[config.mk]
export PLATFORM = sky130hd
export DESIGN_NAME = glb_core_strm_rd_switch
export DESIGN_NICKNAME = d
export VERILOG_FILES = /design/src/rtl/glb_core_strm_rd_switch_pkg.sv /design/src/rtl/glb_rsp_fifo.sv /design/src/rtl/glb_core_strm_rd_switch.sv
export SDC_FILE = /design/constraint.sdc
export NUM_CORES = 1
export LEC_CHECK = 0
export CORE_AREA = 10 10 266 268
export DETAILED_ROUTE_END_ITERATION = 10
export DIE_AREA = 0 0 276 278
export GPL_TIMING_DRIVEN = 0
export PLACE_DENSITY = 0.45
export SYNTH_ARGS = -nofsm -noshare
export SYNTH_HDL_FRONTEND = slang
export SYNTH_SLANG_ARGS = --single-unit
[constraint.sdc]
create_clock -name clk -period 12.6 [get_ports clk]
set_clock_uncertainty 0.1 [all_clocks]
set_input_delay 1.89 -clock clk [delete_from_list [all_inputs] [get_ports clk]]
set_output_delay 1.89 -clock clk [all_outputs]
set_load 0.05 [all_outputs]
[src/rtl/glb_core_strm_rd_switch_pkg.sv]
// rtl/glb_core_strm_rd_switch_pkg.sv - global buffer widths and read-path packet types
package glb_core_strm_rd_switch_pkg;
  localparam int GLB_ADDR_WIDTH      = 22;
  localparam int TILE_SEL_ADDR_WIDTH = 4;
  localparam int BANK_SEL_ADDR_WIDTH = 1;
  localparam int BANK_ADDR_WIDTH     = 17;
  localparam int BANK_DATA_WIDTH     = 64;
  localparam int BANK_RD_LATENCY     = 2;
  localparam int RSP_FIFO_DEPTH      = 4;

  typedef struct packed {
    logic                      rd_en;
    logic [GLB_ADDR_WIDTH-1:0] rd_addr;
  } rdrq_packet_t;

  typedef struct packed {
    logic                       rd_data_valid;
    logic [BANK_DATA_WIDTH-1:0] rd_data;
  } rdrs_packet_t;
endpackage

[src/rtl/glb_rsp_fifo.sv]
// rtl/glb_rsp_fifo.sv - synchronous response FIFO with clock-enable hold
module glb_rsp_fifo #(
  parameter int WIDTH = 64,
  parameter int DEPTH = 4
) (
  input  logic                           clk,
  input  logic                           reset,
  input  logic                           clk_en,
  input  logic                           push,
  input  logic [WIDTH-1:0]               push_data,
  input  logic                           pop,
  output logic [WIDTH-1:0]               pop_data,
  output logic                           full,
  output logic                           empty,
  output logic [$clog2(DEPTH+1)-1:0]     count
);
  localparam int PTR_W = $clog2(DEPTH);
  localparam int CNT_W = $clog2(DEPTH + 1);

  logic [WIDTH-1:0] mem_q [DEPTH];
  logic [WIDTH-1:0] mem_d [DEPTH];
  logic [PTR_W-1:0] wr_ptr_q, wr_ptr_d, rd_ptr_q, rd_ptr_d;
  logic [CNT_W-1:0] cnt_q, cnt_d;
  logic             do_push, do_pop;

  assign full     = (cnt_q == CNT_W'(DEPTH));
  assign empty    = (cnt_q == '0);
  assign count    = cnt_q;
  assign pop_data = mem_q[rd_ptr_q];
  // A push into a full FIFO is only taken when a pop frees the slot in the same cycle.
  assign do_pop   = pop & ~empty;
  assign do_push  = push & (~full | do_pop);

  always_comb begin
    mem_d    = mem_q;
    wr_ptr_d = wr_ptr_q;
    rd_ptr_d = rd_ptr_q;
    cnt_d    = cnt_q;
    if (clk_en) begin
      if (do_push) begin
        mem_d[wr_ptr_q] = push_data;
        wr_ptr_d        = wr_ptr_q + PTR_W'(1);
      end
      if (do_pop) rd_ptr_d = rd_ptr_q + PTR_W'(1);
      cnt_d = cnt_q + CNT_W'(do_push) - CNT_W'(do_pop);
    end
  end

  always_ff @(posedge clk or posedge reset) begin
    if (reset) begin
      mem_q    <= '{default: '0};
      wr_ptr_q <= '0;
      rd_ptr_q <= '0;
      cnt_q    <= '0;
    end else begin
      mem_q    <= mem_d;
      wr_ptr_q <= wr_ptr_d;
      rd_ptr_q <= rd_ptr_d;
      cnt_q    <= cnt_d;
    end
  end
endmodule

[src/rtl/glb_core_strm_rd_switch.sv]
// rtl/glb_core_strm_rd_switch.sv - tile read switch: local bank hits, ring forwarding, response merge
module glb_core_strm_rd_switch
  import glb_core_strm_rd_switch_pkg::*;
(
  input  logic                           clk,
  input  logic                           reset,
  input  logic                           clk_en,
  input  logic [TILE_SEL_ADDR_WIDTH-1:0] glb_tile_id,
  input  logic                           cfg_rd_switch_en,
  input  logic                           cfg_err_clr,
  input  logic                           rdrq_sr2sw_en,
  input  logic [GLB_ADDR_WIDTH-1:0]      rdrq_sr2sw_addr,
  output logic                           rdrq_sw2sr_en,
  output logic [GLB_ADDR_WIDTH-1:0]      rdrq_sw2sr_addr,
  output logic                           bank_rd_en,
  output logic [BANK_SEL_ADDR_WIDTH-1:0] bank_rd_sel,
  output logic [BANK_ADDR_WIDTH-1:0]     bank_rd_addr,
  input  logic [BANK_DATA_WIDTH-1:0]     bank_rd_data,
  input  logic                           rdrs_sr2sw_valid,
  input  logic [BANK_DATA_WIDTH-1:0]     rdrs_sr2sw_data,
  output logic                           rdrs_sw2sr_valid,
  output logic [BANK_DATA_WIDTH-1:0]     rdrs_sw2sr_data,
  output logic                           err_rsp_overflow
);
  localparam int CNT_W = $clog2(RSP_FIFO_DEPTH + 1);

  logic [TILE_SEL_ADDR_WIDTH-1:0] rq_tile;
  logic [BANK_SEL_ADDR_WIDTH-1:0] rq_bank;
  logic [BANK_ADDR_WIDTH-1:0]     rq_offset;
  logic                           hit, miss;

  rdrq_packet_t               fwd_q, fwd_d;
  rdrs_packet_t               rsp_q, rsp_d;
  logic [BANK_RD_LATENCY-1:0] vld_q, vld_d;
  logic                       err_q, err_d;

  logic                       bank_vld, fifo_push, fifo_pop, fifo_full, fifo_empty;
  logic [BANK_DATA_WIDTH-1:0] fifo_head;
  logic [CNT_W-1:0]           fifo_count_unused;

  assign rq_tile   = rdrq_sr2sw_addr[BANK_ADDR_WIDTH+BANK_SEL_ADDR_WIDTH +: TILE_SEL_ADDR_WIDTH];
  assign rq_bank   = rdrq_sr2sw_addr[BANK_ADDR_WIDTH +: BANK_SEL_ADDR_WIDTH];
  assign rq_offset = rdrq_sr2sw_addr[BANK_ADDR_WIDTH-1:0];
  assign hit       = rdrq_sr2sw_en & cfg_rd_switch_en & (rq_tile == glb_tile_id);
  assign miss      = rdrq_sr2sw_en & ~hit;

  assign bank_rd_en   = hit & clk_en & ~reset;
  assign bank_rd_sel  = bank_rd_en ? rq_bank : '0;
  assign bank_rd_addr = bank_rd_en ? rq_offset : '0;
  assign bank_vld     = vld_q[BANK_RD_LATENCY-1];

  assign rdrq_sw2sr_en    = fwd_q.rd_en;
  assign rdrq_sw2sr_addr  = fwd_q.rd_addr;
  assign rdrs_sw2sr_valid = rsp_q.rd_data_valid;
  assign rdrs_sw2sr_data  = rsp_q.rd_data;
  assign err_rsp_overflow = err_q;

  always_comb begin
    fwd_d     = fwd_q;
    rsp_d     = rsp_q;
    vld_d     = vld_q;
    err_d     = err_q;
    fifo_push = 1'b0;
    fifo_pop  = 1'b0;
    if (clk_en) begin
      fwd_d.rd_en   = miss;
      fwd_d.rd_addr = miss ? rdrq_sr2sw_addr : '0;
      vld_d         = BANK_RD_LATENCY'({vld_q, bank_rd_en});
      // Ring traffic owns the output; bank data only bypasses the FIFO when nothing is queued ahead of it.
      if (rdrs_sr2sw_valid) begin
        rsp_d.rd_data_valid = 1'b1;
        rsp_d.rd_data       = rdrs_sr2sw_data;
        fifo_push           = bank_vld;
      end else if (!fifo_empty) begin
        rsp_d.rd_data_valid = 1'b1;
        rsp_d.rd_data       = fifo_head;
        fifo_pop            = 1'b1;
        fifo_push           = bank_vld;
      end else if (bank_vld) begin
        rsp_d.rd_data_valid = 1'b1;
        rsp_d.rd_data       = bank_rd_data;
      end else begin
        rsp_d.rd_data_valid = 1'b0;
      end
      err_d = (fifo_push & fifo_full & ~fifo_pop) | (err_q & ~cfg_err_clr);
    end
  end

  always_ff @(posedge clk or posedge reset) begin
    if (reset) begin
      fwd_q <= '0;
      rsp_q <= '0;
      vld_q <= '0;
      err_q <= 1'b0;
    end else begin
      fwd_q <= fwd_d;
      rsp_q <= rsp_d;
      vld_q <= vld_d;
      err_q <= err_d;
    end
  end

  glb_rsp_fifo #(
    .WIDTH(BANK_DATA_WIDTH),
    .DEPTH(RSP_FIFO_DEPTH)
  ) u_rsp_fifo (
    .clk       (clk),
    .reset     (reset),
    .clk_en    (clk_en),
    .push      (fifo_push),
    .push_data (bank_rd_data),
    .pop       (fifo_pop),
    .pop_data  (fifo_head),
    .full      (fifo_full),
    .empty     (fifo_empty),
    .count     (fifo_count_unused)
  );
endmodule

==> qor.txt <==
Mapped Area - 16,200 um^2
reg2reg end - rdrs_sw2sr_data[31]
Data required, critical path - 10.61 ns
Post-route DRC - 0
GR Overflow Total - 0
Setup crit start kind - primary input
Core Region - 65,400 um^2
Worst Hold Endpoint - rdrq_sw2sr_en
cell family with most CP delay - buffers and inverters
clock latency on the worst-skew pair - 0.57 ns
Vias - 11,014
pre-CTS setup slack - 5.84 ns
die area - 76,700 um^2
Clock transition at path regs - 0.06 ns
CTS tree - built
Total GRT Usage - 0.135
Final HPWL DP - 36,500 um
CP Max Fanout - 10
met3 wire len - 2280 um
syn_nets - 1,347
Setup Buffers After CTS - 0
Buf/Inv on CP - 3
Die Height - 278 um
Die W - 276 um
DR WL met2 - 25,600 um
Worst Path Arrival - 4.77 ns
initial DRC count - 538
initial antenna violation count - 1
met1 WL - 23,600 um
clk sink count - 354
Routed WL - 52,300 um
CP Class - primary input to output port
most frequent cell after synthesis - dfrtp_1
root buffer cell - clkbuf_16
CP Capture Type - output port
proportion of layout cells with a drive suffix above 1 - 0.278
flop-to-flop setup slack - 9.87 ns
top sig layer - met5
Hold Path Depth - 1
largest area contributor in the netlist - dfrtp_1
CP most frequent cell - clkdlybuf4s50_1
vias per cell - 4.60
top_reg_cell synth - dfrtp_1
Hold Path Class - flip-flop to flip-flop
DRT antenna net count - 0
synth-to-layout area growth - 32.8%
final hold violations - 0
Slew @ Worst Pin - 1.05 ns
Synth top cells by count - dfrtp_1, mux2_2, nand2_1
Leak - 9.61 nW
total negative setup slack - 0 ns
Row Count - 94
setup repair after global routing missed its margin - false
final core utilization - 0.329
depth of the CTS H-tree - 2
worst r2r path cells - 6
worst vdd ir - 0.0931 mV
Layout Nets - 1,663
top area cells in the synthesized netlist - dfrtp_1, mux2_2, mux4_2, a41oi_1, nand2_1
cells along the critical path - clkdlybuf4s50_1 > xor2_1 > or4_4 > nor4_1 > clkbuf_1 > and2_1 > clkdlybuf4s50_1
Cells after Synth - 1,180
routed len/inst - 21.9 um
CP max stage delay - 0.83 ns
PortBufs - 267
setup ws final - 5.84 ns
Syn Area/Cell - 13.7 um^2
Slew headroom - 0.300
top-area cell type share of the netlist area - 0.546
vias in the first global route - 12,198
final setup violation count - 0
Yosys warnings - 0
Slowest cell on crit path - clkdlybuf4s50_1
EDFF count, synth - 0
Post-synth ARST share - 1.00
worst reg2reg path startpoint - u_rsp_fifo.count[1]
first-pass GRT wire length - 80,600 um
Synth Register Bits - 354
hold_sp - rdrq_sw2sr_en
largest net degree at the start of global routing - 124
Initial Util - 0.248
Initial DRT Pass Iterations - 4
status - complete, no violations
fin crit share - 0.537
Slew Limit Fails - 0
post-layout min period - 6.76 ns
post-CTS sizing - 0
CTS Buffer Depth - 3
Netlist cell types - 33
power per cell area - 175 nW/um^2
gpl congestion - 0.748
total CTS buffers - 44
Top Ports - 269
Max-Cap Viols - 0
Fmax achieved - 0.148 GHz
post-synthesis sequential area ratio - 0.546
hold_buf cts - 0
==> layer usage <==
layer  vias up  GRT usage
li1       4960          -
met1      5796      0.175
met2       195      0.227
met3        61     0.0284
met4         2     0.0300
met5         -          0
==> registers in the layout, summed over array words and instances (netlist names), 2 cells and up <==
name	cells
u_rsp_fifo.wr_ptr_q	2
rdrs_sw2sr_data	64
rdrq_sw2sr_addr	22
u_rsp_fifo.count	3
u_rsp_fifo.mem_q	256
vld_q	2
u_rsp_fifo.rd_ptr_q	2
==> cells by family after synthesis <==
| family | after synthesis | share of synthesized area |
|---|---|---|
| compound gates | 97 | 0.0518 |
| simple gates | 296 | 0.0889 |
| buf+inv | 95 | 0.0349 |
| mux | 322 | 0.268 |
| flops | 354 | 0.546 |
| fa+ha+maj | 6 | 0.00509 |
| xor+xnor | 10 | 0.00540 |
==> placed cells by master (no fill, tap or decap), types with 3 or more instances in the layout <==
cell type,count
buf_1,4
mux2_2,236
clkdlybuf4s50_1,267
nor2_1,67
dfrtp_1,354
a21o_1,4
inv_1,5
clkinv_2,8
clkbuf_1,48
buf_2,17
nand3b_1,64
mux2_1,22
o21ai_0,3
xnor2_1,6
ha_1,5
buf_6,24
a41oi_1,64
and2_1,18
mux4_2,64
nand2_1,138
xor2_1,4
buf_16,3
nand2_4,4
clkbuf_8,12
clkbuf_16,46
a22o_1,21
==> per-stage QoR <==
step	total power (W)	hold slack, ns	std cells	area [um^2]
after detailed placement	0.00253	0.372	2314	20100
after global placement	0.00252	0.366	2311	20000
final	0.00377	0.382	2392	21500
after global routing	0.00396	0.409	2391	21500
after floorplan	0.00207	0.348	1180	16200
after CTS	0.00385	0.386	2391	21500
==> how the worst max path moves through the flow <==
stage                                     end  slack [ns]           startpoint  cells after the start
final                         bank_rd_addr[5]        5.84  rdrq_sr2sw_addr[20]                      7
after detailed placement      bank_rd_addr[5]        5.84  rdrq_sr2sw_addr[20]                      7
after global placement    rdrs_sw2sr_data[31]       -4.25                reset                      2
after global routing          bank_rd_addr[5]        5.68  rdrq_sr2sw_addr[20]                      7
after CTS                     bank_rd_addr[5]        5.83  rdrq_sr2sw_addr[20]                      7
after floorplan              err_rsp_overflow        0.79                reset                      1
==> power breakdown <==
| group | internal, W | leakage [nW] | switching, W |
|---|---|---|---|
| Combinational | 0.000410 | 4.14 | 0.000732 |
| Clock | 0.000775 | 0.731 | 0.000509 |
| Sequential | 0.00126 | 4.74 | 0.0000751 |
==> cell type report <==
| class | count | area, um^2 |
|---|---|---|
| clock buffers | 64 | 1340 |
| fillers | 6626 | 43900 |
| clock inverters | 13 | 133 |
| repair buffers | 270 | 2760 |
| inverters | 6 | 30.0 |
| multi-input cells | 731 | 6800 |
| flip-flops and latches | 354 | 8860 |
| well taps | 864 | 1080 |
| plain buffers | 89 | 543 |
| diodes | 1 | 2.50 |
(Power assumes the default switching activity.)
